==> config.mk <==
export PLATFORM = sky130hd
export DESIGN_NAME = sort_fsm_flat
export DESIGN_NICKNAME = d
export VERILOG_FILES = /design/src/rtl/sort_fsm_if.sv /design/src/rtl/sort_fsm.sv /design/src/flat_wrapper.sv
export SDC_FILE = /design/constraint.sdc
export NUM_CORES = 1
export LEC_CHECK = 0
export BUFFER_PORTS_ARGS = -buffer_cell sky130_fd_sc_hd__buf_2
export CAP_MARGIN = 20
export CELL_PAD_IN_SITES_DETAIL_PLACEMENT = 0
export CELL_PAD_IN_SITES_GLOBAL_PLACEMENT = 1
export CORE_MARGIN = 10
export CORE_UTILIZATION = 42
export DETAILED_ROUTE_END_ITERATION = 12
export PLACE_DENSITY = 0.85
export RECOVER_POWER = 100
export SYNTH_ARGS = -nofsm -noshare
export SYNTH_HDL_FRONTEND = slang
export SYNTH_SLANG_ARGS = --single-unit
==> constraint.sdc <==
create_clock -name CLK -period 3.4 [get_ports CLK]
set_input_delay 0.34 -clock CLK [delete_from_list [all_inputs] [get_ports CLK]]
set_output_delay 0.34 -clock CLK [all_outputs]
set_load 0.03 [all_outputs]
==> src/rtl/sort_fsm_if.sv <==
// Control/status bundle between the sort FSM and its 4-entry sort datapath.
// The master side is the FSM; the slave side is the datapath/host environment.
interface sort_fsm_if #(
  parameter int CNT_W = 8
);
  logic             START;
  logic [2:0]       LT;
  logic [5:0]       SEL;
  logic [3:0]       LD;
  logic             BUSY;
  logic             DONE;
  logic [CNT_W-1:0] SWAP_CNT;

  modport master (
    input  START, LT,
    output SEL, LD, BUSY, DONE, SWAP_CNT
  );

  modport slave (
    output START, LT,
    input  SEL, LD, BUSY, DONE, SWAP_CNT
  );
endinterface

==> src/rtl/sort_fsm.sv <==
// Bubble-sort control FSM: loads the switch word, then runs compare/swap passes
// leaving arr_0..arr_3 descending. Define EARLY_EXIT_EN to stop after a swap-free pass.
module sort_fsm #(
  parameter int NUM_PASSES = 3,
  parameter int CNT_W      = 8
) (
  input  logic       CLK,
  input  logic       CLR,
  sort_fsm_if.master bus
);

  typedef enum logic [2:0] {
    S_IDLE,
    S_LOAD,
    S_CMP0,
    S_CMP1,
    S_CMP2,
    S_DONE
  } state_e;

  localparam int PASS_W = 4;

  state_e             state_q, state_d;
  logic [PASS_W-1:0]  pass_q, pass_d;
  logic               swap_flag_q, swap_flag_d;
  logic [CNT_W-1:0]   swap_cnt_q, swap_cnt_d;
  logic [5:0]         sel;
  logic [3:0]         ld;
  logic               step_lt;

  // LT bit belonging to the compare step currently in progress.
  assign step_lt = ((state_q == S_CMP0) && bus.LT[0]) ||
                   ((state_q == S_CMP1) && bus.LT[1]) ||
                   ((state_q == S_CMP2) && bus.LT[2]);

  always_comb begin
    // NOTE: every output gets a default first so no path infers a latch.
    state_d     = state_q;
    pass_d      = pass_q;
    swap_flag_d = swap_flag_q;
    swap_cnt_d  = swap_cnt_q;
    sel         = 6'b000000;
    ld          = 4'b0000;

    if (step_lt) begin
      swap_flag_d = 1'b1;
      if (swap_cnt_q != '1) swap_cnt_d = swap_cnt_q + 1'b1;
    end

    unique case (state_q)
      S_IDLE, S_DONE: begin
        if (bus.START) begin
          state_d     = S_LOAD;
          pass_d      = '0;
          swap_flag_d = 1'b0;
          swap_cnt_d  = '0;
        end
      end
      S_LOAD: begin
        ld          = 4'b1111;
        pass_d      = '0;
        swap_flag_d = 1'b0;
        swap_cnt_d  = '0;
        state_d     = S_CMP0;
      end
      S_CMP0: begin
        if (bus.LT[0]) begin
          sel = 6'b000011;
          ld  = 4'b0011;
        end
        state_d = S_CMP1;
      end
      S_CMP1: begin
        if (bus.LT[1]) begin
          sel = 6'b010100;
          ld  = 4'b0110;
        end
        state_d = S_CMP2;
      end
      S_CMP2: begin
        if (bus.LT[2]) begin
          sel = 6'b101000;
          ld  = 4'b1100;
        end
        pass_d = pass_q + 1'b1;
        if (pass_d == PASS_W'(NUM_PASSES)) begin
          state_d = S_DONE;
`ifdef EARLY_EXIT_EN
        end else if (!(swap_flag_q || bus.LT[2])) begin
          state_d = S_DONE;
`endif
        end else begin
          state_d     = S_CMP0;
          swap_flag_d = 1'b0;
        end
      end
      default: state_d = S_IDLE;
    endcase
  end

  always_ff @(posedge CLK or posedge CLR) begin
    if (CLR) begin
      state_q     <= S_IDLE;
      pass_q      <= '0;
      swap_flag_q <= 1'b0;
      swap_cnt_q  <= '0;
    end else begin
      // NOTE: non-blocking so every register samples the pre-edge values.
      state_q     <= state_d;
      pass_q      <= pass_d;
      swap_flag_q <= swap_flag_d;
      swap_cnt_q  <= swap_cnt_d;
    end
  end

  assign bus.SEL      = sel;
  assign bus.LD       = ld;
  assign bus.BUSY     = (state_q == S_LOAD) || (state_q == S_CMP0) ||
                        (state_q == S_CMP1) || (state_q == S_CMP2);
  assign bus.DONE     = (state_q == S_DONE);
  assign bus.SWAP_CNT = swap_cnt_q;

endmodule
==> src/flat_wrapper.sv <==
// flat-port wrapper written by rule: the top's interface ports become plain ports
module sort_fsm_flat 
#(
  parameter int NUM_PASSES = 3,
  parameter int CNT_W      = 8
)
  (CLK, CLR, bus_START, bus_LT, bus_SEL, bus_LD, bus_BUSY, bus_DONE, bus_SWAP_CNT);
  sort_fsm_if #(.CNT_W(CNT_W)) bus_i ();
  input  logic CLK;
  input  logic CLR;
  input wire logic [$bits(bus_i.START)-1:0] bus_START;
  input wire logic [$bits(bus_i.LT)-1:0] bus_LT;
  output wire logic [$bits(bus_i.SEL)-1:0] bus_SEL;
  output wire logic [$bits(bus_i.LD)-1:0] bus_LD;
  output wire logic [$bits(bus_i.BUSY)-1:0] bus_BUSY;
  output wire logic [$bits(bus_i.DONE)-1:0] bus_DONE;
  output wire logic [$bits(bus_i.SWAP_CNT)-1:0] bus_SWAP_CNT;
  assign bus_i.START = bus_START;
  assign bus_i.LT = bus_LT;
  assign bus_SEL = bus_i.SEL;
  assign bus_LD = bus_i.LD;
  assign bus_BUSY = bus_i.BUSY;
  assign bus_DONE = bus_i.DONE;
  assign bus_SWAP_CNT = bus_i.SWAP_CNT;
  sort_fsm #(.NUM_PASSES(NUM_PASSES), .CNT_W(CNT_W)) u_core (.CLK(CLK), .CLR(CLR), .bus(bus_i));
endmodule
==> results of run 1 <==
==> flip-flops by register name, summed over array words and instances, names as in the netlist <==
name                 flops
u_core.pass_q            4
u_core.bus.SWAP_CNT      8
u_core.state_q           3
==> cells in the final DEF, fill, tap and decap left out, drive strengths merged, types with 2 or more instances in the layout <==
cell type	netlist	layout
nor3	6	6
ha	3	3
and2	4	4
dfrtp	15	15
inv	4	4
nor2b	5	5
o21ai	10	10
nand2b	4	4
or2	2	2
nand3b	3	3
a21oi	10	10
nor3b	2	2
a22o	2	2
and3	2	2
buf	8	6
nor2	5	5
a31oi	2	2
o21a	2	2
mux2i	4	4
nand2	7	7
nand3	3	3
o31ai	2	2
clkbuf	1	22
==> worst paths after layout <==
kind | end | slack (ps) | depth (start not counted)
setup / recovery | bus_SEL[5] | 970 | 3
hold / removal | u_core.pass_q[1] | 90 | 2
setup reg to reg | u_core.bus.SWAP_CNT[5] | 1170 | 4
hold reg to reg | u_core.pass_q[3] | 520 | 1
max in group asynchronous | u_core.bus.SWAP_CNT[3] | 2920 | 2
min in group CLK | u_core.state_q[0] | 500 | 4
==> power breakdown <==
group	switching (mW)	leakage (nW)	internal [mW]
sequential	0.106	0.204	0.211
clock	0.0590	0.0177	0.0437
combinational	0.341	0.257	0.179
total	0.506	0.479	0.434
==> routing by layer <==
| metal | wire length (um) | global-route usage (%) |
|---|---|---|
| met5 | 0 | 0 |
| met4 | 11 | 2.58 |
| met3 | 118 | 3.63 |
| met2 | 1230 | 16.7 |
| met1 | 1140 | 11.3 |
==> per-stage QoR <==
stage | hold WS [ps] | cells
after CTS | 119 | 172
final | 93.5 | 172
after global placement | 420 | 168
after detailed placement | 433 | 168
after global routing | 127 | 172
after floorplan | 241 | 122
==> area by class of cell <==
| cell class | count | share of cell area [%] |
|---|---|---|
| Multi-Input combinational cell | 94 | 52.3 |
| Timing Repair Buffer | 25 | 8.68 |
| Clock inverter | 1 | 0.429 |
| Tap cell | 30 | 3.22 |
| Inverter | 4 | 1.29 |
| Sequential cell | 15 | 32.2 |
| Clock buffer | 3 | 1.93 |
==> logic make-up (layout without fill, tap and decap cells) <==
kind of cell / Yosys count / count (layout)
AOI/OAI and AO/OA: 36 / 36
xor gates and xnor gates: 1 / 1
adders and majority gates: 3 / 3
buffers and inverters: 13 / 33
DFF: 15 / 15
muxes: 5 / 5
and+or+nand+nor: 49 / 49
==> worst max-delay path: cells and delay by family (launching register included) <==
family        cells  cell delay (ps)
simple gates      2              800
flops             1              680
buf+inv           1              320
==> key figures, run 1 <==
Outcome
  • Status: finished clean

Detailed routing
  • Drt pass-1 iters: 4
  • Vias per cell: 5.55
  • Post-DRT Antenna Nets: 0
  • Routed vias: 954
  • Final WL: 2.51 mm
  • Post-route DRC: 0
  • WL/cell: 14.6 um
  • Initial drt markers: 82

Clock tree
  • Num CTS Buffers: 3
  • Cts hold-fix bufs: 0
  • Resized cells post-CTS: 0
  • # clock sinks: 15
  • Clk buf depth: 2
  • Clock root cell: clkbuf_4
  • H-tree depth: 1
  • CTS tree: done
  • Skew-Pair Late Insertion Delay: 290 ps
  • Worst-path clk slew: 100 ps
  • Post-CTS Setup Bufs: 0

Floorplanning
  • # IOs: 26
  • Die Width: 70.8 um
  • Core footprint: 2480 um^2
  • Die area: 5020 um^2
  • Num rows: 18
  • Die height: 70.8 um
  • Initial core utilization: 43.8%

GRT
  • Overall Global Routing Usage: 9.84%
  • Initial antenna violation count: 0
  • Grt ovf: 0
  • Largest net degree at the start of global routing: 21
  • Vias in the first global route: 928
  • First-pass GRT wire length: 4.26 mm

Timing
  • Final Cycle Share: 71.4%
  • Least-Margin Pin Slew: 605 ps
  • Final setup fails: 0
  • Slew headroom: 59.6%
  • Hold Fails Final Rpt: 0
  • Max Transition Viols Final: 0
  • Setup TNS: 0 ps
  • Unrepaired setup endpoints after global routing: no
  • Setup WS post-layout: 972 ps
  • Clk_skew: 9.61 ps
  • Fmax: 412 MHz
  • Final min period: 2430 ps

Finish
  • Final nets: 152
  • Layout cells sized above 1: 9.86%
  • Antenna diode count: 0
  • Final instance area: 1170 um^2
  • Final Util: 47.1%
  • Filler cells: 256
  • Multi-input gate area: 611 um^2
  • Area occupied by registers: 375 um^2
  • Area growth syn-to-layout: 7.61%

Logic synthesis
  • Syn_area_per_cell: 8.89 um^2
  • Compound-cell area share of the yosys netlist: 22.1%
  • Yosys warnings: 0
  • Most area-hungry cell type in the Yosys netlist: dfrtp_1
  • Register bit total from synthesis: 15
  • Syn nets: 131
  • Xor/xnor share of the synthesized area: 0.807%
  • Synth top cells by count: dfrtp_1, a21oi_1, o21ai_0
  • Largest family of logic cells by synthesized area: simple AND/OR/NAND/NOR gates
  • Most common flop cell mapped by yosys: dfrtp_1
  • Synth cell types: 44
  • Area contributors post-synth: dfrtp_1, a21oi_1, o21ai_0
  • Most common cell in the synthesized netlist: dfrtp_1
  • Synth async-reset ratio: 100%
  • Post-synthesis mux area share: 4.73%
  • Synth top area share: 34.6%
  • Adder-Cell Fraction of Synth Area: 3.46%
  • Post-synthesis simple-gate area fraction: 27.3%
  • Mapped Cells: 122
  • Post-Synthesis Cell Area: 1080 um^2
  • Seq/Total Area, Yosys: 34.6%
  • EDFF count, synth: 0

Setup path
  • Slowest-stage cell, CP: dfrtp_1
  • Worst Setup SP: u_core.state_q[2]
  • Setup crit start kind: flip-flop
  • Crit-path max FO: 18
  • CP endpoint kind: output port
  • Critical Path RT: 3060 ps
  • R2R Path Start: u_core.state_q[2]
  • CP peak stage delay: 680 ps
  • Crit path arrival time: 2090 ps
  • Setup CP Type: flip-flop to output port
  • CP Cell Sequence: nor3b_1 > and2_0 > clkbuf_1

Hold path
  • Hold/Removal Path Class: input port to async pin

Power and ir drop
  • PnR Total Power: 940 uW
  • Power density cells: 805 nW/um^2
  • Max VDD drop: 0.000390 V
  • Leakage dissipation: 0.479 nW

Flow run
  • Max Cap Viol: 0

Placed design
  • Routability cong.: 0.834
  • Placed Area: 1190 um^2
  • Hpwl dp: 1.92 mm
  • Port bufs: 25
  • DP Worst Slack: 1550 ps
(Power assumes the default switching activity.)
==> inputs of run 2 (changes only) <==
- CORE_UTILIZATION: 42 -> 35
- PLACE_DENSITY: 0.85 -> 0.76
- clock period: 3.4 -> 2 ns (I/O delays scaled with it)
==> key figures, run 2 (same netlist as run 1, synthesis figures left out) <==
Setup path
  • Slowest-stage cell, CP: dfrtp_2
  • Crit-path max FO: 13
  • Setup crit start kind: flip-flop
  • Crit path arrival time: 1630 ps
  • Setup CP Type: flip-flop to output port
  • CP endpoint kind: output port
  • Critical Path RT: 1800 ps
  • CP Buf/Inv Count: 2
  • Cell family with most CP delay: flip-flops
  • CP peak stage delay: 460 ps
  • CP Cell Sequence: buf_4 > nand2b_1 > a21oi_1 > or2_2 > clkbuf_2

Finish
  • Area growth syn-to-layout: 12.9%
  • Final instance area: 1220 um^2
  • Final nets: 155
  • Post-route insts no fill: 178
  • Max FFs per register: 8
  • Layout cells sized above 1: 18.6%
  • Most frequent cells in the layout: dfrtp_1, clkbuf_1, a21oi_1, o21ai_0, clkbuf_2
  • Filler cells: 319
  • Final Util: 40.8%
  • Most common cell after layout, fill and taps aside: dfrtp_1
  • Antenna diode count: 0

GRT
  • First-pass GRT wire length: 4.21 mm
  • Met3 usage in global routing: 3.26%
  • Vias in the first global route: 922
  • Grt ovf: 0
  • Most used routing layer: met2
  • Overall Global Routing Usage: 9.44%
  • Routing usage on met2: 14.9%
  • Largest net degree at the start of global routing: 18
  • Initial antenna violation count: 0
  • Routing usage on met1: 11.7%

Clock tree
  • Post-CTS Setup Bufs: 0
  • Clock root cell: clkbuf_4
  • H-tree depth: 1
  • Skew-Pair Late Insertion Delay: 280 ps
  • Worst-path clk slew: 90 ps
  • # clock sinks: 15
  • Num CTS Buffers: 3
  • CTS tree: done
  • Clk buf depth: 2

Detailed routing
  • Initial drt markers: 30
  • Final WL: 2.67 mm
  • Vias per cell: 5.52
  • Routed vias: 982
  • Post-route DRC: 0
  • Drt pass-1 iters: 4
  • WL/cell: 15.0 um
  • Post-DRT Antenna Nets: 0

Power and ir drop
  • PnR Total Power: 1.69 mW
  • Power density cells: 1380 nW/um^2
  • Max VDD drop: 0.000706 V
  • Leakage dissipation: 0.522 nW

Placed design
  • Placed Area: 1210 um^2
  • Dpl cells: 173
  • Hpwl dp: 2.01 mm
  • Port bufs: 25
  • DP Worst Slack: 251 ps
  • Routability cong.: 0.779

Timing
  • Clk_skew: 3.76 ps
  • Hold_ws: 338 ps
  • Setup WS post-layout: 168 ps
  • Max Transition Viols Final: 0
  • Final min period: 1830 ps
  • Final Cycle Share: 91.6%
  • Unrepaired setup endpoints after global routing: no
  • Final setup fails: 0
  • Setup TNS: 0 ps
  • Fmax: 546 MHz
  • Slew headroom: 59.3%
  • Least-Margin Pin Slew: 610 ps
  • Hold Fails Final Rpt: 0

Flow run
  • Max Cap Viol: 0

Floorplanning
  • Initial core utilization: 36.1%
  • Die Width: 75.7 um
  • Core footprint: 3000 um^2
  • Die area: 5730 um^2
  • Die height: 75.7 um
  • Num rows: 20
  • # IOs: 26

Outcome
  • Status: finished clean

Hold path
  • Hold/Removal Path Class: input port to flip-flop
-- run 2: changes by cell type in the layout (fill, tap and decap cells not counted), moves of 2 or more --
| cell | change |
|---|---|
| buf_4 | +2 |
| clkbuf_1 | -7 |
| clkbuf_2 | +8 |
| dfrtp_1 | -2 |
| dfrtp_2 | +2 |
-- run 2: worst paths after layout --
kind | to | from | cells after the start | slack (ps)
min reg2reg | u_core.pass_q[3] | u_core.pass_q[3] | 1 | 520
max in group asynchronous | u_core.state_q[0] | CLR | 3 | 1040
max | bus_LD[1] | u_core.state_q[1] | 5 | 170
max reg2reg | u_core.bus.SWAP_CNT[5] | u_core.state_q[2] | 4 | 260
min | u_core.state_q[0] | bus_START | 4 | 340
min in group asynchronous | u_core.bus.SWAP_CNT[3] | CLR | 3 | 530
-- run 2: where the power goes --
group | internal, mW | leakage (nW) | switching [mW]
Sequential | 0.364 | 0.202 | 0.143
Clock | 0.0773 | 0.0150 | 0.0951
Combinational | 0.373 | 0.305 | 0.640
Total | 0.815 | 0.522 | 0.878
-- run 2: worst register-to-register path: cells and delay by family (launching register included) --
kind | cells | cell delay [ps]
AND/OR/NAND/NOR | 2 | 710
flip-flops | 1 | 570
multiplexers | 1 | 230
AO/OA/AOI/OAI | 1 | 160
-- run 2: cell type report --
class,count,area [um^2],share of cell area (%)
multi-input combinational,94,628,51.3
sequential,15,378,30.8
clock buffer,4,26.3,2.15
timing repair buffer,28,136,11.1
inverter,4,15.0,1.23
tap,33,41.3,3.37
-- run 2: per-layer routing --
layer / routed length (um) / share of wire, %
met3: 218 / 8.2
met5: 0 / 0
met4: 0 / 0
met2: 1220 / 46
met1: 1230 / 46
-- run 2: what timing repair did --
action / 4_1_cts / 5_1_grt
hold buffers: 1 / 0
hold endpoints to repair: 15 / 0
endpoints found under the setup margin: 0 / 3
gates resized for setup: 0 / 2
